===== config.mk =====
export PLATFORM = sky130hd
export DESIGN_NAME = somador_serial_flat
export DESIGN_NICKNAME = d
export VERILOG_FILES = /design/src/rtl/somador_serial_if.sv /design/src/rtl/somador_serial.sv /design/src/flat_wrapper.sv
export SDC_FILE = /design/constraint.sdc
export NUM_CORES = 1
export LEC_CHECK = 0
export ABC_CLOCK_PERIOD_IN_PS = 1700
export CAP_MARGIN = 20
export CORE_MARGIN = 5
export CORE_UTILIZATION = 49
export CTS_BUF_LIST = sky130_fd_sc_hd__clkbuf_4
export DETAILED_ROUTE_END_ITERATION = 8
export GPL_TIMING_DRIVEN = 0
export PLACE_DENSITY_LB_ADDON = 0.25
export SLEW_MARGIN = 20
export SYNTH_ARGS = -nofsm -noshare
export SYNTH_HDL_FRONTEND = slang
export SYNTH_SLANG_ARGS = --single-unit

===== constraint.sdc =====
create_clock -name clk -period 1.7 [get_ports clk]
set_clock_uncertainty 0.15 [all_clocks]
set_input_delay 0.34 -clock clk [delete_from_list [all_inputs] [get_ports clk]]
set_output_delay 0.34 -clock clk [all_outputs]
set_load 0.01 [all_outputs]

===== src/rtl/somador_serial_if.sv =====
`default_nettype none
// ============================================================================
// Module      : somador_serial_if
// Description : Handshake/operand bundle for the bit-serial adder.
//               master side drives start, A, B, Cin (and Sub when built with
//               SOMADOR_SERIAL_SUB_EN); slave side drives busy, done, S,
//               Cout, Ovf.
// Ports       : start, A[WIDTH], B[WIDTH], Cin, Sub (optional) -> slave
//               busy, done, S[WIDTH], Cout, Ovf                 -> master
// Revision    : 1.0 - initial release
// ============================================================================
interface somador_serial_if #(
  parameter int WIDTH = 8
);
  logic             start;
  logic [WIDTH-1:0] A;
  logic [WIDTH-1:0] B;
  logic             Cin;
`ifdef SOMADOR_SERIAL_SUB_EN
  logic             Sub;
`endif
  logic             busy;
  logic             done;
  logic [WIDTH-1:0] S;
  logic             Cout;
  logic             Ovf;

  modport master (
`ifdef SOMADOR_SERIAL_SUB_EN
    output Sub,
`endif
    output start, A, B, Cin,
    input  busy, done, S, Cout, Ovf
  );

  modport slave (
`ifdef SOMADOR_SERIAL_SUB_EN
    input  Sub,
`endif
    input  start, A, B, Cin,
    output busy, done, S, Cout, Ovf
  );
endinterface
`default_nettype wire


===== src/rtl/somador_serial.sv =====
`default_nettype none
// ============================================================================
// Module      : somador_serial
// Description : Bit-serial WIDTH-bit adder. One 1-bit full adder cell is
//               stepped over WIDTH cycles, LSB first, with a registered carry.
//               start/busy/done handshake; S, Cout, Ovf held until the next
//               result is registered.
//               Optional macro SOMADOR_SERIAL_SUB_EN adds the Sub input
//               (A - B via ~B and carry-in forced to 1).
// Ports       : clk   - rising-edge clock
//               rst_n - asynchronous active-low reset
//               bus   - somador_serial_if.slave (start, A, B, Cin, [Sub],
//                       busy, done, S, Cout, Ovf)
// Parameters  : WIDTH - operand/result width, 2..32
// Revision    : 1.0 - initial release
// ============================================================================

// Single-bit full adder cell shared by all bit positions.
module somador_serial_fa (
  input  wire logic a,
  input  wire logic b,
  input  wire logic ci,
  output logic      s,
  output logic      co
);
  assign s  = a ^ b ^ ci;
  assign co = (a & b) | (a & ci) | (b & ci);
endmodule

module somador_serial #(
  parameter int WIDTH = 8
) (
  input  wire logic        clk,
  input  wire logic        rst_n,
  somador_serial_if.slave  bus
);
  localparam int               CNT_W    = (WIDTH > 1) ? $clog2(WIDTH) : 1;
  localparam logic [CNT_W-1:0] CNT_LAST = CNT_W'(WIDTH - 1);

  typedef enum logic [1:0] {
    IDLE = 2'd0,
    RUN  = 2'd1,
    DONE = 2'd2
  } state_t;

  state_t           state;
  logic [WIDTH-1:0] a_sr;
  logic [WIDTH-1:0] b_sr;
  logic [WIDTH-2:0] psum;    // sum bits produced so far, newest at the top
  logic             carry;
  logic [CNT_W-1:0] cnt;

  logic             fa_s;
  logic             fa_co;
  logic [WIDTH-1:0] sum_w;   // psum with this cycle's bit appended on top
  logic [WIDTH-1:0] b_load;
  logic             c_load;

  // Operand B and initial carry as loaded on an accepted start.
  always_comb begin
    b_load = bus.B;
    c_load = bus.Cin;
`ifdef SOMADOR_SERIAL_SUB_EN
    if (bus.Sub) begin
      b_load = ~bus.B;
      c_load = 1'b1;
    end
`endif
  end

  somador_serial_fa u_fa (
    .a  (a_sr[0]),
    .b  (b_sr[0]),
    .ci (carry),
    .s  (fa_s),
    .co (fa_co)
  );

  // After WIDTH-1 shifts bit 0 has reached psum[0], so on the last cycle
  // sum_w is the complete result in natural bit order.
  assign sum_w = {fa_s, psum};

  always_ff @(posedge clk or negedge rst_n) begin
    if (!rst_n) begin
      state    <= IDLE;
      a_sr     <= '0;
      b_sr     <= '0;
      psum     <= '0;
      carry    <= 1'b0;
      cnt      <= '0;
      bus.busy <= 1'b0;
      bus.done <= 1'b0;
      bus.S    <= '0;
      bus.Cout <= 1'b0;
      bus.Ovf  <= 1'b0;
    end else begin
      case (state)
        RUN: begin
          a_sr  <= a_sr >> 1;
          b_sr  <= b_sr >> 1;
          psum  <= sum_w[WIDTH-1:1];
          carry <= fa_co;
          cnt   <= cnt + 1'b1;
          if (cnt == CNT_LAST) begin
            bus.S    <= sum_w;
            bus.Cout <= fa_co;
            // carry FF holds the carry into the MSB during the last bit
            bus.Ovf  <= carry ^ fa_co;
            bus.busy <= 1'b0;
            bus.done <= 1'b1;
            state    <= DONE;
          end
        end

        default: begin  // IDLE and DONE both accept a new start
          bus.done <= 1'b0;
          if (bus.start) begin
            a_sr     <= bus.A;
            b_sr     <= b_load;
            carry    <= c_load;
            psum     <= '0;
            cnt      <= '0;
            bus.busy <= 1'b1;
            state    <= RUN;
          end else begin
            bus.busy <= 1'b0;
            state    <= IDLE;
          end
        end
      endcase
    end
  end
endmodule
`default_nettype wire


===== src/flat_wrapper.sv =====
// flat-port wrapper written by rule: the top's interface ports become plain ports
module somador_serial_flat 
#(
  parameter int WIDTH = 8
)
  (clk, rst_n, bus_start, bus_A, bus_B, bus_Cin, bus_busy, bus_done, bus_S, bus_Cout, bus_Ovf);
  somador_serial_if #(.WIDTH(WIDTH)) bus_i ();
  input  wire logic clk;
  input  wire logic rst_n;
  input wire logic [$bits(bus_i.start)-1:0] bus_start;
  input wire logic [$bits(bus_i.A)-1:0] bus_A;
  input wire logic [$bits(bus_i.B)-1:0] bus_B;
  input wire logic [$bits(bus_i.Cin)-1:0] bus_Cin;
  output wire logic [$bits(bus_i.busy)-1:0] bus_busy;
  output wire logic [$bits(bus_i.done)-1:0] bus_done;
  output wire logic [$bits(bus_i.S)-1:0] bus_S;
  output wire logic [$bits(bus_i.Cout)-1:0] bus_Cout;
  output wire logic [$bits(bus_i.Ovf)-1:0] bus_Ovf;
  assign bus_i.start = bus_start;
  assign bus_i.A = bus_A;
  assign bus_i.B = bus_B;
  assign bus_i.Cin = bus_Cin;
  assign bus_busy = bus_i.busy;
  assign bus_done = bus_i.done;
  assign bus_S = bus_i.S;
  assign bus_Cout = bus_i.Cout;
  assign bus_Ovf = bus_i.Ovf;
  somador_serial #(.WIDTH(WIDTH)) u_core (.clk(clk), .rst_n(rst_n), .bus(bus_i));
endmodule

==> impl_results.md <==
* Status: finished, final reports clean
* Synth Register Bits at 39
* Initial antenna violation count at 0
* TritonCTS clock tree: yes
* Synthesized cell area at 1830 µm²
* Most common library cell in the layout ignoring fill and taps: dfrtp_1
* Gate power share at 0.403
* Power Total at 0.00382 W
* Post-place setup slack at -0.163 ns
* Antenna diodes at 0
* Die width at 71.1 µm
* Sw Pwr at 0.00106 W
* Mean post-synth cell area at 15.4 µm²
* RSZ-0062 raised after global routing: true
* Global-route wire length before repair at 5.66 mm
* Die Y-Extent at 71.1 µm
* Synth Instances at 119
* Data arrival, critical path at 1.77 ns
* Initial drt markers at 41
* CP Data Required Time at 1.79 ns
* Storage cell area at 976 µm²
* Hold Slack at 0.280 ns
* Ys Warns at 0
* Grt total ovfl at 0
* DP HPWL at 2.31 mm
* Fill cell count at 263
* Nets at 187
* Crit-path max FO at 5
* Die area at 5060 µm²
* Final Hold Fails at 0
* Post-synthesis cell type count at 17
* H-tree depth at 2
* Port bufs at 30
* Worst slew pin tran at 0.376 ns
* WS Path Type: reg2reg
* Leakage at 1.16 nW
* Drt drc at 0
* Worst-path clk slew at 0.11 ns
* Pre-antenna DRT Iters at 3
* Largest net degree at the start of global routing at 26
* Worst Setup Start Kind: flip-flop
* Remaining antenna violation count at 0
* Reg power frac at 0.397
* Cts bufs inserted at 5
* Clock net sink count at 39
* Post-synthesis sequential area ratio at 0.533
* Clk_lat worst skew at 0.35 ns
* Final slew viol count at 0
* Core ar. at 3630 µm²
* GRT Overall Usage at 0.145
* CTS root buf: clkbuf_4
* Setup TNS at 0 ns
* Max Cap Viol at 0
* Clock Path Buffers at 2
* Initial Util at 0.504
* Clock Power Share at 0.201
* Most frequent cells in the layout: dfrtp_1 (39), mux2_2 (33), clkdlybuf4s50_1 (17)
* Vias in the first global route at 1188
* Final wirelength at 3.25 mm
* Hold Path Class: in2async
* Final WS setup at 0.0174 ns
* Area of the multi-input gates at 798 µm²
* CP endpoint kind: flip-flop
* FMAX at 594 MHz
* Routability cong. at 0.661
* IO Count at 32
* Setup Viol. Count Final at 0
* Synthesis-to-layout area growth at 30.3%
* Worst slew margin at 0.749
* Period utilization at 0.990
* Pwr Density at 1600 nW/µm²
* Final period demand of the worst path at 1.68 ns
* Cell-internal power at 0.00276 W
* Via count at 1052
* Layout cell share with drive strength beyond 1 at 0.448
* Maximum vdd drop at 808 µV
* Switching share of power at 0.278
* Synth Net Count at 142
* WL/cell at 15.2 µm
* Vias per cell at 4.94
* Rows at 22
metal layers:
| metal | track usage | routed length, µm | up-vias |
|---|---|---|---|
| met4 | 0.0647 | 61 | 0 |
| met1 | 0.176 | 1430 | 524 |
| met3 | 0.0426 | 141 | 7 |
| met5 | 0 | 0 | - |
| met2 | 0.237 | 1610 | 20 |
| li1 | - | - | 501 |
worst paths after layout:
path | start | to | slack (ns) | cells past startpoint
setup / recovery | u_core.cnt[1] | u_core.bus.S[4] | 0.02 | 5
hold / removal | rst_n | u_core.bus.done | 0.28 | 2
setup reg to reg | u_core.cnt[1] | u_core.bus.S[4] | 0.02 | 5
hold reg to reg | u_core.psum[0] | u_core.bus.S[0] | 0.37 | 1
max in group asynchronous | rst_n | u_core.b_sr[0] | 0.68 | 3
min in group clk | bus_start | u_core.a_sr[4] | 0.29 | 3
layout make-up:
type                    count  area share
multi-input cells          72       0.335
plain buffers               7      0.0315
well taps                  48      0.0252
clock buffers               6      0.0189
inverters                   1     0.00157
repair buffers             38       0.154
clock inverters             2      0.0252
flip-flops and latches     39       0.409
cell usage after synthesis:
| library cell | n | area [µm²] |
|---|---|---|
| nor2_1 | 2 | 7.51 |
| mux2i_1 | 3 | 30.0 |
| fa_1 | 1 | 20.0 |
| o21a_1 | 1 | 7.51 |
| mux2_4 | 14 | 210 |
| buf_12 | 1 | 20.0 |
| mux2_2 | 35 | 394 |
| buf_2 | 3 | 15.0 |
| buf_4 | 1 | 7.51 |
| nor2b_1 | 10 | 62.6 |
| buf_6 | 2 | 22.5 |
| ha_1 | 2 | 25.0 |
| dfrtp_1 | 39 | 976 |
| nand2b_1 | 2 | 12.5 |
| xor2_1 | 1 | 8.76 |
| inv_1 | 1 | 3.75 |
| nand3b_1 | 1 | 7.51 |
logic make-up after synthesis:
| logic type | Yosys count | share of synthesized area |
|---|---|---|
| buffers and inverters | 8 | 0.0376 |
| muxes | 52 | 0.347 |
| and+or+nand+nor | 15 | 0.0492 |
| adders and majority gates | 3 | 0.0246 |
| xor gates and xnor gates | 1 | 0.00479 |
| DFF | 39 | 0.533 |
| AOI/OAI and AO/OA | 1 | 0.00410 |
worst max-delay path: stages, from the launching register on:
cell and delay [ns]:
dfrtp_1 0.40, ha_2 0.19, ha_2 0.17, nand3b_1 0.17, buf_6 0.16, mux2_2 0.33
through the flow:
step                      cells   util  area, µm²
after global placement      197  0.603       2190
after floorplan             119      -       1830
after detailed placement    198  0.609       2210
final                       213  0.656       2380
after CTS                   212  0.652       2370
after global routing        213  0.656       2380
registers in the layout, summed over array words and instances (netlist names):
register and cells:
u_core.a_sr 8, u_core.b_sr 8, u_core.bus.Cout 1, u_core.bus.Ovf 1, u_core.bus.S 8, u_core.bus.done 1
u_core.carry 1, u_core.cnt 3, u_core.psum 7, u_core.state 1
power groups by stage:
stage	clock network (W)	registers (W)	logic [W]
after floorplan	0	0.00153	0.000996
after global placement	0	0.00152	0.00145
after detailed placement	0	0.00155	0.00150
after CTS	0.000791	0.00152	0.00153
after global routing	0.000832	0.00157	0.00168
final	0.000768	0.00152	0.00154
timing repair:
item                                   4_1_cts  5_1_grt
setup buffers                                4        1
gates resized for setup                     19        2
setup endpoints to repair                   20       13
hold buffers                                 1        0
gates cloned                                 1        0
pin swaps                                    1        2
endpoints found under the hold margin       14        0
Note: power is estimated with default switching activity, not from simulation.
==> variant 1 (same settings) <==
`WIDTH` is set to 8 in 3 places; all go to 16.
--- a/src/rtl/somador_serial_if.sv
+++ b/src/rtl/somador_serial_if.sv
@@ -12,3 +12,3 @@
 interface somador_serial_if #(
-  parameter int WIDTH = 8
+  parameter int WIDTH = 16
 );
--- a/src/rtl/somador_serial.sv
+++ b/src/rtl/somador_serial.sv
@@ -30,3 +30,3 @@
 module somador_serial #(
-  parameter int WIDTH = 8
+  parameter int WIDTH = 16
 ) (
--- a/src/flat_wrapper.sv
+++ b/src/flat_wrapper.sv
@@ -3,3 +3,3 @@
 #(
-  parameter int WIDTH = 8
+  parameter int WIDTH = 16
 )
Interface: changed (resized bus_A, bus_B and bus_S); port bits go from 32 to 56. The function was not compared with the original's and may differ.
==> variant 1 against the original RTL <==
Routed wire length is 85% higher; worst hold slack got worse by 0.046 ns; the run now ends with setup timing left; critical path type unchanged; combinational power up 45%; sequential cell count rose by 33; area after synthesis rose by 74%; sequential share of layout area is 4.0 points higher; design area up 68%; power grew 58%; non-clock buffer count rose by 35; sequential power rose by 84%; largest cell class unchanged; setup slack worse by 0.061 ns.
==> variant 1: results (changes against the original RTL) <==
\begin{tabular}{lr}
\hline
Metric & Value \\
\hline
\multicolumn{2}{l}{\textbf{Run status}} \\
Run status & finished, violations left \\
Failing checks & setup timing \\
\multicolumn{2}{l}{\textbf{Global routing}} \\
Largest net degree at the start of global routing & 39 (+50\%) \\
GRT met1 Usage & 20.7\% (+3.1 points) \\
Via count of the first global-routing pass & 2199 (+85\%) \\
\multicolumn{2}{l}{\textbf{Drt}} \\
DRT met1 WL & 2750 um (+92\%) \\
First-pass iteration count of the detailed router & 5 (+2) \\
Vias per cell & 5.12 (+3.6\%) \\
Wire length reported by the detailed router & 6000 um (+85\%) \\
Drt initial violations & 93 (+130\%) \\
Met2 WL post-DR & 2800 um (+74\%) \\
\multicolumn{2}{l}{\textbf{Synth}} \\
Syn nets & 307 (+120\%) \\
Top post-synthesis cells by count & sky130\_fd\_sc\_hd\_\_dfrtp\_1 (72), sky130\_fd\_sc\_hd\_\_nand2\_1 (48), sky130\_fd\_sc\_hd\_\_o21ai\_0 (47), sky130\_fd\_sc\_hd\_\_mux2i\_1 (34), sky130\_fd\_sc\_hd\_\_mux2\_4 (18) \\
Ranking of synthesized cells by area & sky130\_fd\_sc\_hd\_\_dfrtp\_1 (57\%), sky130\_fd\_sc\_hd\_\_mux2i\_1 (11\%), sky130\_fd\_sc\_hd\_\_mux2\_4 (8.5\%), sky130\_fd\_sc\_hd\_\_o21ai\_0 (7.4\%), sky130\_fd\_sc\_hd\_\_nand2\_1 (5.7\%) \\
\multicolumn{2}{l}{\textbf{Critical path}} \\
R2R depth & 6 (+1) \\
Launch point of the critical path & u\_core.bus.done \\
\multicolumn{2}{l}{\textbf{Layout}} \\
Area delta synth->final & 26.1\% \\
Number of nets in the layout & 379 (+100\%) \\
Proportion of layout cells with a drive suffix above 1 & 16.2\% (-29 points) \\
Multi-input logic portion of the cell area & 31.4\% (-2.1 points) \\
Number of combinational gates with multiple inputs & 178 (+150\%) \\
Count of non-CTS inverters in the layout & 0 (-1) \\
\multicolumn{2}{l}{\textbf{Clock tree}} \\
Level count of the clock H-tree & 3 (+1) \\
Num CTS Buffers & 9 (+4) \\
\multicolumn{2}{l}{\textbf{Power and ir drop}} \\
Share of total power in combinational logic & 37.1\% (-3.2 points) \\
Static power due to leakage & 0.00194 uW (+68\%) \\
Power in sequential cells & 2790 uW (+84\%) \\
\multicolumn{2}{l}{\textbf{STA}} \\
Final number of setup-violating endpoints & 18 (+18) \\
Worst-case setup margin in the final layout & -0.0438 ns (-0.0611 ns) \\
Min Hold Slack & 0.234 ns (-0.0465 ns) \\
\multicolumn{2}{l}{\textbf{Place}} \\
Worst slack after detailed placement & -0.0320 ns (+0.131 ns) \\
\multicolumn{2}{l}{\textbf{Floorplan}} \\
Floorplan row count & 29 (+32\%) \\
\hline
\end{tabular}
variant 1: cell count changes in the layout (fill, tap and decap cells not counted), sizes merged, moves of 7 or more:
| cell | delta |
|---|---|
| mux2 | -29 |
| dlygate4sd2 | +7 |
| o21ai | +47 |
| mux2i | +31 |
| nor2b | -9 |
| dfrtp | +33 |
| clkbuf | +13 |
| nand2 | +48 |
| clkdlybuf4s50 | +16 |
| nand2b | +14 |
variant 1: cells by family (layout without fill, tap and decap cells):
logic type      after synthesis  count (layout)  synth area share, %
compound gates               48              48                 7.68
xor+xnor                      1               1                0.276
fa+ha+maj                     2               2                 1.02
buf+inv                      19              96                 3.74
flops                        72              72                 56.7
mux                          54              54                 19.9
simple gates                 73              73                 10.7
variant 1: worst max-delay path, delay by kind of cell, from the launching register on:
kind,cells,cell delay (ns)
flip-flops,1,0.40
buffers and inverters,3,0.39
multiplexers,1,0.29
AND/OR/NAND/NOR,2,0.39
==> variant 2 (same settings) <==
Without the edit above. Re-encode `state_t` (3 states) as one-hot, 3 bits wide.
--- a/src/rtl/somador_serial.sv
+++ b/src/rtl/somador_serial.sv
@@ -39,6 +39,6 @@
 
-  typedef enum logic [1:0] {
-    IDLE = 2'd0,
-    RUN  = 2'd1,
-    DONE = 2'd2
+  typedef enum logic [2:0] {
+    IDLE = 3'b001,
+    RUN  = 3'b010,
+    DONE = 3'b100
   } state_t;
Behaviour: same outputs for any inputs over 10 cycles, from zero or initial values and one cycle with rst_n low; not proved beyond that.
==> variant 2 against the original RTL <==
Combinational power up 19%; design area decreased by 1.3%; power up 1.8%; setup slack gained 0.0092 ns; routed wire length increased by 0.96%; area after synthesis up 2.4%; sequential cell count grew 1; clock power down 44%; critical path type unchanged.
==> variant 2: results (changes against the original RTL) <==
\begin{tabular}{lr}
\hline
Metric & Value \\
\hline
\multicolumn{2}{l}{\textbf{Drt}} \\
Average detailed-routed wire length per instance & 15.5 um (+1.9\%) \\
Routed vias & 1070 (+1.7\%) \\
DRT met1 WL & 1420 um (-0.91\%) \\
Met2 WL post-DR & 1660 um (+2.9\%) \\
Drt initial violations & 60 (+46\%) \\
\multicolumn{2}{l}{\textbf{Layout}} \\
Proportion of layout cells with a drive suffix above 1 & 44.8\% (-0.063 points) \\
Number of nets in the layout & 186 (-0.53\%) \\
\multicolumn{2}{l}{\textbf{Power and ir drop}} \\
Static power due to leakage & 0.00112 uW (-3.5\%) \\
Peak supply drop & 776 uV (-4.0\%) \\
\multicolumn{2}{l}{\textbf{Synth}} \\
Compound-cell area share of the yosys netlist & 0.534\% (+0.12 points) \\
Share of synthesized area occupied by flip-flops and latches & 53.5\% (+0.16 points) \\
Top post-synthesis cells by count & sky130\_fd\_sc\_hd\_\_dfrtp\_1 (39), sky130\_fd\_sc\_hd\_\_mux2\_2 (36), sky130\_fd\_sc\_hd\_\_mux2\_4 (13), sky130\_fd\_sc\_hd\_\_nor2b\_1 (8) \\
Ranking of synthesized cells by area & sky130\_fd\_sc\_hd\_\_dfrtp\_1 (52\%), sky130\_fd\_sc\_hd\_\_mux2\_2 (22\%), sky130\_fd\_sc\_hd\_\_mux2\_4 (10\%), sky130\_fd\_sc\_hd\_\_nor2b\_1 (2.7\%), sky130\_fd\_sc\_hd\_\_buf\_6 (1.8\%) \\
Netlist cell types & 19 (+2) \\
Synthesized-area fraction occupied by adder cells & 2.40\% (-0.057 points) \\
\multicolumn{2}{l}{\textbf{Place}} \\
Routability cong. & 0.709 (+7.2\%) \\
HPWL after detailed placement & 2290 um (-0.71\%) \\
\multicolumn{2}{l}{\textbf{Global routing}} \\
Grt met2 use & 22.9\% (-0.83 points) \\
Global Route met3 Usage & 3.65\% (-0.61 points) \\
\multicolumn{2}{l}{\textbf{Critical path}} \\
FF-to-FF End & u\_core.bus.Cout \\
Highest fanout seen on the critical path & 6 (+1) \\
\multicolumn{2}{l}{\textbf{STA}} \\
Slew margin rel. & 71.3\% (-3.7 points) \\
Min Hold Slack & 0.283 ns (+0.00288 ns) \\
\multicolumn{2}{l}{\textbf{Run status}} \\
Run status & completed \\
\multicolumn{2}{l}{\textbf{Min path}} \\
Class of the most critical hold timing path & primary input to flip-flop \\
\hline
\end{tabular}
variant 2: power by group:
| group | internal, uW | switching [uW] | total, uW |
|---|---|---|---|
| clock network | 145 | 283 | 428 |
| logic | 1190 | 647 | 1840 |
| registers | 1380 | 243 | 1620 |
variant 2: what timing repair did:
item | 4_1_cts | 5_1_grt
buffers inserted | 2 | 3
cloned | 0 | 1
gates resized for setup | 12 | 2
pin swaps | 0 | 1
hold buffers | 1 | 0
hold endpoints to repair | 16 | 0
setup endpoints to repair | 20 | 11
variant 2: cell type report:
| cell class | count | area, sq um | area share [%] |
|---|---|---|---|
| buffer | 6 | 62.6 | 2.66 |
| clock buffer | 5 | 37.5 | 1.59 |
| clock inverter | 2 | 7.51 | 0.319 |
| multi-input combinational | 73 | 817 | 34.7 |
| sequential | 40 | 1000 | 42.6 |
| tap | 48 | 60.1 | 2.55 |
| timing repair buffer | 37 | 368 | 15.6 |
